===== src/rtl/nibble_serial_tx_if.sv =====
// Word-side handshake and serial line of the nibble transmitter.
// master = the word source / line observer, slave = the transmitter itself.
interface nibble_serial_tx_if;
   logic [3:0] in;
   logic       in_valid;
   logic       in_ready;
   logic       tx_out;
   logic       busy;

   modport master (
      output in,
      output in_valid,
      input  in_ready,
      input  tx_out,
      input  busy
   );

   modport slave (
      input  in,
      input  in_valid,
      output in_ready,
      output tx_out,
      output busy
   );
endinterface


===== src/rtl/nibble_serial_tx.sv =====
// Framed, odd-parity, LSB-first bit-serial transmitter for 4-bit words.
// Frame: start(0), d0..d3, parity, stop(1); every bit lasts CLKS_PER_BIT cycles.
module nibble_serial_tx #(
   parameter int CLKS_PER_BIT = 4
) (
   input  logic              clk,
   input  logic              rst_n,
   nibble_serial_tx_if.slave bus,
   output logic [2:0]        state_dbg
);

   localparam int CW = (CLKS_PER_BIT > 1) ? $clog2(CLKS_PER_BIT) : 1;
   localparam logic [CW-1:0] CNT_MAX = CW'(CLKS_PER_BIT - 1);

   typedef enum logic [2:0] {
      IDLE   = 3'd0,
      START  = 3'd1,
      DATA   = 3'd2,
      PARITY = 3'd3,
      STOP   = 3'd4
   } state_t;

   state_t        state, state_n;
   logic [CW-1:0] cnt, cnt_n;
   logic [1:0]    idx, idx_n;
   logic [3:0]    shift, shift_n;
   logic          par, par_n;
   logic          tx, tx_n;
   logic          bit_done;

   // Handshake: a word is taken on any rising edge where in_valid && in_ready;
   // in_ready is high only in IDLE, so in_valid during a frame is simply held off.
   assign bit_done = (cnt == CNT_MAX);

   always_comb begin
      state_n = state;
      cnt_n   = bit_done ? '0 : cnt + CW'(1);
      idx_n   = idx;
      shift_n = shift;
      par_n   = par;
      tx_n    = tx;
      case (state)
         IDLE: begin
            cnt_n = '0;
            tx_n  = 1'b1;
            if (bus.in_valid) begin
               state_n = START;
               shift_n = bus.in;
               par_n   = ~(^bus.in);
               tx_n    = 1'b0;
            end
         end
         START: begin
            if (bit_done) begin
               state_n = DATA;
               idx_n   = 2'd0;
               tx_n    = shift[0];
            end
         end
         DATA: begin
            // tx is loaded one edge ahead, so the next data bit is shift[1].
            if (bit_done) begin
               if (idx == 2'd3) begin
                  state_n = PARITY;
                  tx_n    = par;
               end else begin
                  shift_n = {1'b0, shift[3:1]};
                  tx_n    = shift[1];
                  idx_n   = idx + 2'd1;
               end
            end
         end
         PARITY: begin
            if (bit_done) begin
               state_n = STOP;
               tx_n    = 1'b1;
            end
         end
         STOP: begin
            if (bit_done) begin
               state_n = IDLE;
               idx_n   = 2'd0;
               tx_n    = 1'b1;
            end
         end
         default: begin
            state_n = IDLE;
            cnt_n   = '0;
            tx_n    = 1'b1;
         end
      endcase
   end

   always_ff @(posedge clk or negedge rst_n) begin
      if (!rst_n) begin
         state <= IDLE;
         cnt   <= '0;
         idx   <= 2'd0;
         shift <= 4'd0;
         par   <= 1'b0;
         tx    <= 1'b1;
      end else begin
         state <= state_n;
         cnt   <= cnt_n;
         idx   <= idx_n;
         shift <= shift_n;
         par   <= par_n;
         tx    <= tx_n;
      end
   end

   assign bus.tx_out   = tx;
   assign bus.in_ready = (state == IDLE);
   assign bus.busy     = (state != IDLE);
   assign state_dbg    = state;

endmodule


===== src/flat_wrapper.sv =====
// flat-port wrapper written by rule: the top's interface ports become plain ports
module nibble_serial_tx_flat 
#(
   parameter int CLKS_PER_BIT = 4
)
  (clk, rst_n, state_dbg, bus_in, bus_in_valid, bus_in_ready, bus_tx_out, bus_busy);
  nibble_serial_tx_if bus_i ();
  input  logic clk;
  input  logic rst_n;
  output logic [2:0] state_dbg;
  input wire logic [$bits(bus_i.in)-1:0] bus_in;
  input wire logic [$bits(bus_i.in_valid)-1:0] bus_in_valid;
  output wire logic [$bits(bus_i.in_ready)-1:0] bus_in_ready;
  output wire logic [$bits(bus_i.tx_out)-1:0] bus_tx_out;
  output wire logic [$bits(bus_i.busy)-1:0] bus_busy;
  assign bus_i.in = bus_in;
  assign bus_i.in_valid = bus_in_valid;
  assign bus_in_ready = bus_i.in_ready;
  assign bus_tx_out = bus_i.tx_out;
  assign bus_busy = bus_i.busy;
  nibble_serial_tx #(.CLKS_PER_BIT(CLKS_PER_BIT)) u_core (.clk(clk), .rst_n(rst_n), .bus(bus_i), .state_dbg(state_dbg));
endmodule

===== config.mk =====
export PLATFORM = sky130hd
export DESIGN_NAME = nibble_serial_tx_flat
export DESIGN_NICKNAME = d
export VERILOG_FILES = /design/src/rtl/nibble_serial_tx_if.sv /design/src/rtl/nibble_serial_tx.sv /design/src/flat_wrapper.sv
export SDC_FILE = /design/constraint.sdc
export NUM_CORES = 1
export LEC_CHECK = 0
export CORE_MARGIN = 3
export CORE_UTILIZATION = 50
export CTS_CLUSTER_DIAMETER = 150
export DETAILED_ROUTE_END_ITERATION = 10
export GPL_TIMING_DRIVEN = 0
export PLACE_DENSITY = 0.76
export SYNTH_ARGS = -nofsm -noshare
export SYNTH_HDL_FRONTEND = slang
export SYNTH_SLANG_ARGS = --single-unit

===== constraint.sdc =====
create_clock -name clk -period 3.2 [get_ports clk]
set_input_delay 0.96 -clock clk [delete_from_list [all_inputs] [get_ports clk]]
set_output_delay 0.96 -clock clk [all_outputs]
set_load 0.01 [all_outputs]

[After elaboration in Yosys (flattened, before gate mapping)]
Cells that the tools add are included.
Storage, ports and cells
  logic and storage cells: 60
  input bits: 7
  register bits after elaboration: 13
Operators by class
  bitwise logic cells: 1
  eq/ne operators: 15
  reductions and logical operators: 13
  $add $sub $neg: 2
  multiplexer cells: 23
Operator list (count)
  $mux 3: 6
  $pmux 3 s5: 1
  $ne 2x1->1 const B: 7
  $mux 4: 3
  $mux 2: 5
  $pmux 4 s2: 1
  $reduce_and 4->1: 2
  $eq 3x2->1 const B: 2
  $reduce_and 6->1: 1
  $mux 1: 5
  $add 2x1->2 const B: 2
  $eq 2x2->1 const B: 2
  $ne 2x2->1 const B: 2
  $pmux 1 s4: 1
  $pmux 2 s2: 1
  $reduce_bool 2->1: 2
  $reduce_or 2->1: 2
  $reduce_or 4->1: 1
  $reduce_xor 4->1: 1
  $eq 3x1->1 const B: 1
  $eq 3x3->1 const B: 1
  $logic_not 3->1: 1
  $reduce_and 3->1: 1
  $reduce_bool 3->1: 1
  2 further kinds: 2

[Depth between registers and ports, before layout]
  depth after elaboration: 4
  mapped depth: 5
  depth with buffers taken out: 4

[Worst setup path after synthesis]
OpenSTA, ideal clock, no wires.
  path type: register -> output
  start: reg u_core.state[0] (netlist: u_core.state_dbg[0])
  end: out bus_in_ready
  path slack: 1.144 ns
  data arrival time: 1.096 ns
  buffers on the path: 1
  cell stages (with the launch flop): 4
  cells stage by stage: dfrtp_1 > buf_2 > or3_4 > inv_2
Between the ends
  word-level cells in the longest chain between the ends: 1
RTL lines
  start, declared: line nibble_serial_tx.sv:23  | state_t state, state_n;
  start signal, assigned: line nibble_serial_tx.sv:103  | state <= state_n;
  $logic_not 3->1: line nibble_serial_tx.sv:113  | assign bus.in_ready = (state == IDLE);
  end, declared: line flat_wrapper.sv:13  | output wire logic [$bits(bus_i.in_ready)-1:0] bus_in_ready;
No other way between the ends.

[Worst setup path after layout]
Ends and elaborated chain as after synthesis.

==> metrics.md <==
| Metric | Value |
|---|---|
| Worst skew pair latency | ~280 ps |
| Critical path type | flop to output port |
| Core Region | 0.00135 sq mm |
| Pins Over Slew Limit | 0 |
| Clock root buffer | sky130_fd_sc_hd__clkbuf_4 |
| Maximum number of pins on one net before global-route repair | 14 |
| Area occupied by registers | 327 sq um |
| Top-level I/O count | 13 |
| Post-Syn Instances | approximately 70 |
| Length of the first detailed-routing pass in iterations | 4 |
| Number of warning messages in the yosys log | 0 |
| Most frequent cell after synthesis | sky130_fd_sc_hd__dfrtp_1 |
| Fill cell count | between 100 and 150 |
| Topmost layer with routed signal wires | met4 |
| Residual antenna-violating net count after detailed routing | 0 |
| Total length of routed met2 wires | slightly below 600 um |
| Final setup TNS | 0 ps |
| CTS buffer count | 3 |
| Async set or reset register ratio after synthesis | 1.00 |
| P&R area growth vs syn | 21.9% |
| Gp weighted congestion | 0.722 |
| Slew @ Worst Pin | 597 ps |
| Crit end category | output port |
| Library cell occupying the most area in the post-synthesis netlist | sky130_fd_sc_hd__dfrtp_1 |
| Result of the run | finished clean |
| Number of cells traversed by the worst hold path | 1 |
| Detailed-routed wire length on met3 | 50 um |
| Buffer and inverter count on the worst path | 3 |
| Cell area after synthesis | 753 sq um |
| Clock-pin slew reported for the worst setup and hold paths after clock tree synthesis | 80 ps |
| Kind of cell with the highest combined delay on the critical path | buffers and inverters |
| Number of buffers added to fix hold violations after cts | 0 |
| Setup violation total in the final timing report | 0 |
| Shortest clock period the worst path allows after layout | between 2000 and 3000 ps |
| Number of flops mapped to enable cells by yosys | 0 |
| Number of antenna repair diodes | 0 |
| Total Routed Length | 1330 um |
| Max stage delay cell, worst path | sky130_fd_sc_hd__clkdlybuf4s50_1 |
| Post-CTS repair timing setup buffer count | 0 |
| Number of H-tree branching levels | 1 |
| Final std cell area, no fill | roughly 900 sq um |
| M1 wire length | 676 um |
| Max_slew headroom | 0.600 |
| Most used standard cells in the synthesized netlist | 12 x sky130_fd_sc_hd__dfrtp_1, 8 x sky130_fd_sc_hd__mux2_2, 5 x sky130_fd_sc_hd__o21ai_0 |
| Startpoint type of the worst setup path | flop |
| Mean instance size in the synthesized netlist | 10.9 sq um |
| First-pass GRT wire length | 2280 um |
| Number of nets in the synthesized netlist | 79 |
| Combined area of the multi-input logic cells | 397 sq um |
| List of cells traversed by the critical path | buf_2 > or3_4 > inv_2 > clkdlybuf4s50_1 |
| Global-route usage over all layers | 0.155 |
| PortBufs | 12 |
| Worst hold path startpoint | u_core.cnt[0] |
| Overall overflow remaining after global route | 0 |
| Yosys reg bits | 13 |
| Average wire per standard cell | 13.3 um |
| Period utilization | 0.894 |
| Starting DRT DRC Count | 2 |
| Vias post-DR | 555 |
| End point of the worst hold path | u_core.cnt[0] |
| Worst voltage drop across the vdd grid | 0.000392 V |
| Overall die height | 44.8 um |
| Slowest cell delay on critical path | 530 ps |
| Leakage power of the design | 0.391 nW |
| Count of unresolved DRC violations after routing | 0 |
| CTS tree | done |
| Launch point of the worst reg-to-reg path | u_core.state_dbg[2] |
| Antenna violations before repair | 0 |
| Starting density of the core | 0.558 |
| Pwr dens | 876 mW/mm^2 |
| Max-cap check violation count | 0 |
| Number of distinct library cells after synthesis | 30 |
| Final hold vios | 0 |
| Hold Path Class | flop to flop |
| Largest cells by area after synthesis | sky130_fd_sc_hd__dfrtp_1 40%, sky130_fd_sc_hd__mux2_2 12%, sky130_fd_sc_hd__ha_1 5.0% |
| Critical path data arrival time | 1900 ps |
| Share of cells above drive strength 1 | 0.224 |
| Post-place instance area | ~900 sq um |
| # clock sinks | 13 |
| Maximum clock skew at final layout | 4.57 ps |
| # nets final | 96 |
| Die Outline Area | 0.00201 sq mm |
| Flip-flop cell with the highest count after synthesis | sky130_fd_sc_hd__dfrtp_1 |
| Crit-path max FO | 10 |
| Number of placement rows | 13 |
| Register area share after synthesis | 0.434 |
| Worst reg2reg path endpoint | u_core.shift[1] |
| Highest clock frequency the design can meet | 0.350 GHz |
| Per-cell via count in the routed design | ~5.6 |
| Via count of the first global-routing pass | 545 |
| Detailed placer's ending HPWL | 987 um |
| Utilization of the core after routing | 0.680 |
| Unrepaired setup endpoints after global routing | false |
| CTS resizes | 0 |
| Maximum clock path buffer count | 2 |
| Die Width | 44.8 um |
| R2R depth | 4 |
| Worst EP required | 2240 ps |
| Post-synth top area share | 0.399 |
| Worst reg2reg setup slack | 1490 ps |
-- worst reg2reg max path: stages (launching register included) --
cell                      delay, ps
sky130_fd_sc_hd__dfrtp_1        380
sky130_fd_sc_hd__buf_2          180
sky130_fd_sc_hd__nor3b_2        390
sky130_fd_sc_hd__mux2_2         380
sky130_fd_sc_hd__mux2_2         260
-- how the worst max path moves through the flow --
stage / startpoint / to / slack (ps) / depth (start not counted)
3_5_place_dp: u_core.state_dbg[0] / bus_in_ready / 650 / 4
5_1_grt: u_core.state_dbg[0] / bus_in_ready / 270 / 4
6_report: u_core.state_dbg[0] / bus_in_ready / 340 / 4
3_3_place_gp: u_core.state_dbg[0] / bus_in_ready / 660 / 4
4_1_cts: u_core.state_dbg[0] / bus_in_ready / 330 / 4
2_1_floorplan: u_core.state_dbg[0] / bus_in_ready / 1140 / 3
-- cells in the final DEF, fill, tap and decap left out --
cell                               n
sky130_fd_sc_hd__o21bai_1          1
sky130_fd_sc_hd__mux2_4            1
sky130_fd_sc_hd__inv_2             1
sky130_fd_sc_hd__clkbuf_1          1
sky130_fd_sc_hd__xor2_1            1
sky130_fd_sc_hd__a311oi_1          1
sky130_fd_sc_hd__buf_2             3
sky130_fd_sc_hd__clkbuf_4          3
sky130_fd_sc_hd__nand3_1           2
sky130_fd_sc_hd__or3_4             1
sky130_fd_sc_hd__inv_1             3
sky130_fd_sc_hd__nor2_1            3
sky130_fd_sc_hd__ha_1              3
sky130_fd_sc_hd__nand2b_1          1
sky130_fd_sc_hd__dfrtp_1          12
sky130_fd_sc_hd__nand2_1           3
sky130_fd_sc_hd__mux2_2            8
sky130_fd_sc_hd__o2bb2ai_1         1
sky130_fd_sc_hd__nor3b_1           1
sky130_fd_sc_hd__xnor2_1           4
sky130_fd_sc_hd__and3b_1           1
sky130_fd_sc_hd__nand3b_1          1
sky130_fd_sc_hd__nor3b_2           1
sky130_fd_sc_hd__clkdlybuf4s50_1  12
sky130_fd_sc_hd__nor3_1            1
sky130_fd_sc_hd__dfstp_2           1
sky130_fd_sc_hd__or3b_1            1
sky130_fd_sc_hd__o21ai_0           5
sky130_fd_sc_hd__o21a_1            1
sky130_fd_sc_hd__and3_1            1
sky130_fd_sc_hd__nor2b_1           3
sky130_fd_sc_hd__o2111ai_1         2
sky130_fd_sc_hd__a221o_1           1
-- routing by layer --
layer  vias to the layer above  track usage
met2                        13        0.252
li1                        278            -
met5                         -            0
met3                         2       0.0359
met1                       262        0.195
met4                         0       0.0702
-- state kept, by name (all words and copies together) (netlist names) --
signal,flops
u_core.par,1
u_core.idx,2
u_core.shift,4
u_core.bus.tx_out,1
u_core.state_dbg,3
u_core.cnt,2
-- layout make-up --
| class | instances | share of cell area |
|---|---|---|
| sequential | 13 | 0.356 |
| tap | 15 | 0.0204 |
| clock buffer | 4 | 0.0286 |
| multi-input combinational | 49 | 0.432 |
| buffer | 3 | 0.0163 |
| inverter | 4 | 0.0163 |
| timing repair buffer | 12 | 0.131 |
-- kinds of logic after synthesis --
logic type | share of synthesized area
multiplexers | 0.140
AND/OR/NAND/NOR | 0.166
AO/OA/AOI/OAI | 0.113
adder cells (fa/ha/maj) | 0.0498
XOR/XNOR | 0.0581
flip-flops | 0.434
buffers and inverters | 0.0399
-- power breakdown --
part           leakage (nW)  switching (mW)  internal [mW]  total (mW)
Sequential            0.159          0.0513          0.242       0.294
Clock                0.0150          0.0553         0.0484       0.104
Combinational         0.217           0.181          0.226       0.407
Total                 0.391           0.288          0.517       0.804
-- metrics by stage --
| step | setup WS, ps | cells | power (mW) | hold slack (ps) |
|---|---|---|---|---|
| 4_1_cts | 327 | 100 | 0.814 | 482 |
| 3_5_place_dp | 647 | 96 | 0.705 | 472 |
| 6_report | 339 | 100 | 0.804 | 478 |
| 2_1_floorplan | 1140 | 69 | 0.573 | 437 |
| 3_3_place_gp | 656 | 96 | 0.698 | 460 |
| 5_1_grt | 266 | 100 | 0.869 | 507 |
Power figures use the tool's default switching activity.
